`src/rtl/pipe_mem_pkg.sv`:
```
// rtl/pipe_mem_pkg.sv - shared types and constants for the M-stage data-memory responder
package pipe_mem_pkg;

   typedef enum logic [1:0] {
      IDLE = 2'd0,
      BUSY = 2'd1,
      RESP = 2'd2
   } mem_state_t;

   localparam int MEM_LAT_MAX = 15;
   localparam int MEM_CNT_W   = $clog2(MEM_LAT_MAX + 1);

endpackage

```
`src/rtl/pipe_ram_sp.sv`:
```
// rtl/pipe_ram_sp.sv - single-port synchronous word RAM with registered read data
module pipe_ram_sp #(
   parameter int DEPTH_WORDS = 64,
   parameter int AW          = $clog2(DEPTH_WORDS)
) (
   input  logic          clk,
   input  logic          we,
   input  logic          re,
   input  logic [AW-1:0] addr,
   input  logic [31:0]   wdata,
   output logic [31:0]   rdata
);

   logic [31:0] mem [DEPTH_WORDS];

   // rdata only moves on a read so the last load result stays visible
   always_ff @(posedge clk) begin
      if (we)
         mem[addr] <= wdata;
      if (re)
         rdata <= mem[addr];
   end

endmodule

```
`src/rtl/pipe_dmem_resp.sv`:
```
// rtl/pipe_dmem_resp.sv - multi-cycle load/store responder for the pipeline M stage
module pipe_dmem_resp
   import pipe_mem_pkg::*;
#(
   parameter int DEPTH_WORDS = 64,
   parameter int LATENCY     = 2
) (
   input  logic        clk,
   input  logic        reset,
   input  logic        req_valid,
   input  logic        req_we,
   input  logic [31:0] req_addr,
   input  logic [31:0] req_wdata,
   output logic        req_ready,
   output logic        rsp_valid,
   output logic [31:0] rsp_rdata,
   output logic        rsp_err,
   output logic        busy
);

   localparam int AW = $clog2(DEPTH_WORDS);
   localparam logic [MEM_CNT_W-1:0] CNT_LOAD = (LATENCY > 1) ? MEM_CNT_W'(LATENCY - 2) : '0;

   mem_state_t           state;
   logic [MEM_CNT_W-1:0] cnt;
   logic                 lat_we, lat_err, rd_zero;
   logic [AW-1:0]        lat_idx;
   logic [31:0]          lat_wdata;
   logic [31:0]          ram_rdata;

   logic                 in_idle, accept, enter_resp;
   logic                 req_err, cur_we, cur_err;
   logic [AW-1:0]        req_idx, cur_idx;
   logic [31:0]          cur_wdata;
   logic                 unused_addr;

   assign in_idle     = (state == IDLE);
   assign req_idx     = req_addr[AW+1:2];
   assign req_err     = |req_addr[1:0];
   assign unused_addr = ^req_addr[31:AW+2];
   assign accept      = req_valid & in_idle & ~reset;

   // with LATENCY=1 the RAM access happens on the accept edge, so use live request fields
   assign cur_we    = in_idle ? req_we    : lat_we;
   assign cur_err   = in_idle ? req_err   : lat_err;
   assign cur_idx   = in_idle ? req_idx   : lat_idx;
   assign cur_wdata = in_idle ? req_wdata : lat_wdata;

   assign enter_resp = ~reset & ((accept & (LATENCY == 1)) |
                                 ((state == BUSY) & (cnt == '0)));

   pipe_ram_sp #(
      .DEPTH_WORDS (DEPTH_WORDS),
      .AW          (AW)
   ) u_ram (
      .clk   (clk),
      .we    (enter_resp & cur_we & ~cur_err),
      .re    (enter_resp & ~cur_we),
      .addr  (cur_idx),
      .wdata (cur_wdata),
      .rdata (ram_rdata)
   );

   always_ff @(posedge clk) begin
      if (reset) begin
         state     <= IDLE;
         cnt       <= '0;
         lat_we    <= 1'b0;
         lat_err   <= 1'b0;
         lat_idx   <= '0;
         lat_wdata <= '0;
         rd_zero   <= 1'b1;
      end else begin
         case (state)
            IDLE: begin
               if (accept) begin
                  lat_we    <= req_we;
                  lat_err   <= req_err;
                  lat_idx   <= req_idx;
                  lat_wdata <= req_wdata;
                  if (LATENCY == 1) begin
                     state <= RESP;
                  end else begin
                     state <= BUSY;
                     cnt   <= CNT_LOAD;
                  end
               end
            end
            BUSY: begin
               if (cnt == '0)
                  state <= RESP;
               else
                  cnt <= cnt - 1'b1;
            end
            RESP:    state <= IDLE;
            default: state <= IDLE;
         endcase
         // misaligned loads report zero; stores leave the last load data alone
         if (enter_resp & ~cur_we)
            rd_zero <= cur_err;
      end
   end

   assign req_ready = in_idle;
   assign rsp_valid = (state == RESP);
   assign rsp_err   = (state == RESP) & lat_err;
   assign busy      = ~in_idle;
   assign rsp_rdata = rd_zero ? 32'h0 : ram_rdata;

endmodule

```
`config.mk`:
```
export PLATFORM = sky130hd
export DESIGN_NAME = pipe_dmem_resp
export DESIGN_NICKNAME = d
export VERILOG_FILES = /design/src/rtl/pipe_mem_pkg.sv /design/src/rtl/pipe_ram_sp.sv /design/src/rtl/pipe_dmem_resp.sv
export SDC_FILE = /design/constraint.sdc
export NUM_CORES = 2
export LEC_CHECK = 0
export CORE_UTILIZATION = 56
export CTS_BUF_LIST = sky130_fd_sc_hd__clkbuf_4 sky130_fd_sc_hd__clkbuf_8 sky130_fd_sc_hd__clkbuf_16
export CTS_CLUSTER_SIZE = 28
export DETAILED_ROUTE_END_ITERATION = 16
export HOLD_SLACK_MARGIN = 0.03
export PLACE_DENSITY = 0.76
export SYNTH_ARGS = -nofsm -noshare
export SYNTH_HDL_FRONTEND = slang
export SYNTH_HIERARCHICAL = 1
export SYNTH_SLANG_ARGS = --single-unit
```
`constraint.sdc`:
```
create_clock -name clk -period 4.55 [get_ports clk]
set_input_delay 0.91 -clock clk [delete_from_list [all_inputs] [get_ports clk]]
set_output_delay 0.91 -clock clk [all_outputs]
set_load 0.005 [all_outputs]
```
==> out/qor.csv <==
stage;metric;value;unit
placed_design;hpwl;142000;um
floorplan;die_h;384;um
layout;final_area;0.0952;sq mm
sta;hold_viol;0;
sta;max-slew-margin-rel;0.0526;
placed_design;placed_cells;6628;
sta;setup_viol;0;
route;wl;237000;um
sta;fmax;226;MHz
global_routing;grt_pass1_wl;334000;um
global_routing;grt_max_degree;65;
clocking;root_buffer;clkbuf_16;
layout;final_common_cell;edfxtp_1;
run;cap_viol_max_count;0;
worst_setup_path;cp.required;5.11;ns
layout;synthToLayoutAreaGrowth;16.5;%
clocking;clkTransAtPathRegs;0.06;ns
worst_setup_path;crit_buf_inv;5;
route;first_pass_iters;6;
placed_design;gp_congestion;0.958;
route;routed-via-count;48600;
power;p_clk_frac;0.357;
floorplan;rows;139;
clocking;post-cts-setup-buffers;0;
global_routing;grt.total_usage;0.320;
sta;max_slew.worst_pin.slew;1.42;ns
yosys;synth-seq-cells;2127;
power;p_per_area;478;mW/mm^2
worst_setup_path;crit_slowest_cell;a2111oi_1;
layout;multi_input_area;0.0175;sq mm
layout;stdcell_count;6998;
layout;seqCellArea;0.0634;sq mm
route;antenna_left;0;
worst_setup_path;crit_chain;or2_2 -> inv_2 -> mux2_8 -> buf_12 -> and2_4 -> buf_12 -> buf_4 -> a22o_1 -> o21ai_0 -> nand3_1 -> a2111oi_1 -> buf_4 -> nand3_1;
global_routing;first_global_vias;47000;
floorplan;initial_core_util;0.567;
power;p_sw;11.8;mW
worst_setup_path;cp.arrival;4.98;ns
yosys;yosysUniqueCellTypes;65;
placed_design;post_dp_cell_area;0.0888;sq mm
power;pwr-share-seq;0.489;
sta;rsz0062_at_grt;no;
power;leakagePower;31.0;nW
sta;tns;0;ns
global_routing;antenna_found_initial;23;
route;dr_wl_met2;105000;um
layout;fillers;8955;
yosys;synth_top_area_cell;edfxtp_1;
worst_setup_path;max_stage_delay;0.67;ns
worst_setup_path;worst_setup_path_start_kind;register;
route;vias_per_cell;6.94;
power;swShare;0.258;
layout;most-common-layout-cells;2,080 x edfxtp_1, 311 x buf_4, 260 x mux2i_1;
sta;period_minus_slack;4.42;ns
sta;maxSlewViolCount;0;
yosys;synthesis.nets;4610;
yosys;avgSynthCellArea;18.0;sq um
power;internal_power;33.8;mW
layout;layout-drive-gt1-share;0.220;
worst_setup_path;critPathTopFamily;buffers and inverters;
yosys;synthArstFlopShare;0;
yosys;syn_inst;4540;
route;routedWlPerCell;33.9;um
worst_setup_path;path_class;reg2reg;
layout;nNetsFinal;4993;
worst_setup_path;endpoint_kind;register;
clocking;cts_tree;yes;
sta;fin_crit_sh;0.972;
power;ir_drop;413;uV
floorplan;ios;104;
placed_design;portBuffers;79;
yosys;yosys_warnings;6;
route;post-route-drc-count;0;
clocking;clockBufferDepth;3;
yosys;seq_area_frac_synth;0.776;
route;drt_iter0_markers;7794;
worst_setup_path;path_max_fanout;31;
yosys;yosysTopAreaCellShare;0.764;
route;dr_wl_met3;36400;um
yosys;syn-cell-area;0.0817;sq mm
clocking;worstSkewPairLatency;0.84;ns
yosys;synthTopCellsByArea;edfxtp_1 76%, mux2i_1 3.2%, mux4_2 2.6%, mux2_2 2.5%, a221oi_1 1.9%;
run_status;status;completed;
yosys;synth_ff_type;edfxtp_1;
hold_path;min_path_type;in2reg;
floorplan;fp.dieW;384;um
global_routing;grt-ovfl-total;0;
route;wl_met1;80500;um
floorplan;coreArea;0.144;sq mm
clocking;cts_sinks;2127;
yosys;synth_edf_count;2080;
route;top_layer;met5;
clocking;cts_inserted_buffers;196;
power;comb_power_share;0.154;
floorplan;die_area;0.147;sq mm
clocking;cts_max_level;4;
sta;clock_skew;0.0340;ns
## kinds of logic (layout without fill, tap and decap cells)
family,count (synthesis),in the layout,share of synthesized area
muxes,541,541,0.0838
adders and majority gates,2,2,0.000306
and+or+nand+nor,560,560,0.0354
AOI/OAI and AO/OA,983,983,0.0869
DFF,2127,2127,0.776
buffers and inverters,327,867,0.0178
other,0,15,0
## repair_timing
action,in CTS,in global routing
resized for setup,1,3
hold endpoints to repair,0,0
hold buffers,0,0
endpoints found under the setup margin,1,3
## per-stage QoR
step                      worst slack, ns  hold WS, ns  utilization  power, mW
final                               0.128        0.411        0.660       45.5
after global routing               0.0466        0.397        0.660       46.4
after floorplan                   -0.0454        0.434            -       26.2
after CTS                          0.0840        0.369        0.660       45.3
after detailed placement           -0.281        0.447        0.616       29.4
after global placement             -0.294        0.442        0.616       29.2
## routing by layer
layer | vias up | track usage
met5 | - | 0
met4 | 26 | 0.184
met3 | 730 | 0.110
met2 | 4078 | 0.470
met1 | 24300 | 0.418
li1 | 19400 | -
## flip-flops by register name, summed over array words and instances (netlist names)
register and flops:
u_ram/mem 2048, lat_wdata 32, u_ram/rdata 32, lat_idx 6, cnt 4, state 2, lat_err 1, lat_we 1
rd_zero 1
## power groups by stage
stage / combinational (mW) / clock (mW) / sequential, mW
final: 7.02 / 16.2 / 22.3
after global routing: 7.14 / 17.0 / 22.3
after CTS: 6.77 / 16.3 / 22.3
after detailed placement: 6.70 / 0 / 22.7
after global placement: 6.54 / 0 / 22.7
after floorplan: 3.49 / 0 / 22.7
## Yosys cell counts (all sizes together), types with 4 or more instances
master / n
edfxtp: 2080
mux2i: 260
a22oi: 188
mux2: 185
clkbuf: 183
a221oi: 175
a21oi: 162
nor2: 148
buf: 138
nand2: 108
mux4: 96
o22ai: 93
o21ai: 88
and3: 85
o22a: 70
a22o: 66
nand3: 55
dfxtp: 47
a31oi: 44
nor2b: 41
nor3: 25
a211oi: 18
nand2b: 18
a222oi: 16
or4: 16
a2111oi: 15
a221o: 15
nor4: 15
o2bb2ai: 15
or4b: 15
and2: 6
inv: 6
o221ai: 6
or3: 6
or3b: 4
## final timing paths
kind | startpoint | endpoint | slack (ns) | cells past startpoint
max | state[1]$_SDFFE_PP0P_ | u_ram/rdata[22]$_DFFE_PP_ | 0.13 | 13
min | reset | state[1]$_SDFFE_PP0P_ | 0.41 | 3
max reg2reg | state[1]$_SDFFE_PP0P_ | u_ram/rdata[22]$_DFFE_PP_ | 0.13 | 13
min reg2reg | lat_wdata[16]$_SDFFE_PP0P_ | lat_wdata[16]$_SDFFE_PP0P_ | 0.46 | 2
## area by class of cell
type,instances,area share
Antenna cell,15,0.000394
Multi-Input combinational cell,2086,0.184
Sequential cell,2127,0.666
Timing Repair Buffer,506,0.0572
Inverter,6,0.000315
Tap cell,1903,0.0250
Clock inverter,110,0.0104
Clock buffer,245,0.0563
## worst reg2reg max path: cells and delay by family, from the launching register on
kind	cells	cell delay (ns)
AO/OA/AOI/OAI	3	1.13
flip-flops	1	0.30
multiplexers	1	0.54
AND/OR/NAND/NOR	4	0.84
buffers and inverters	5	1.33
Note: power is estimated with default switching activity, not from simulation.
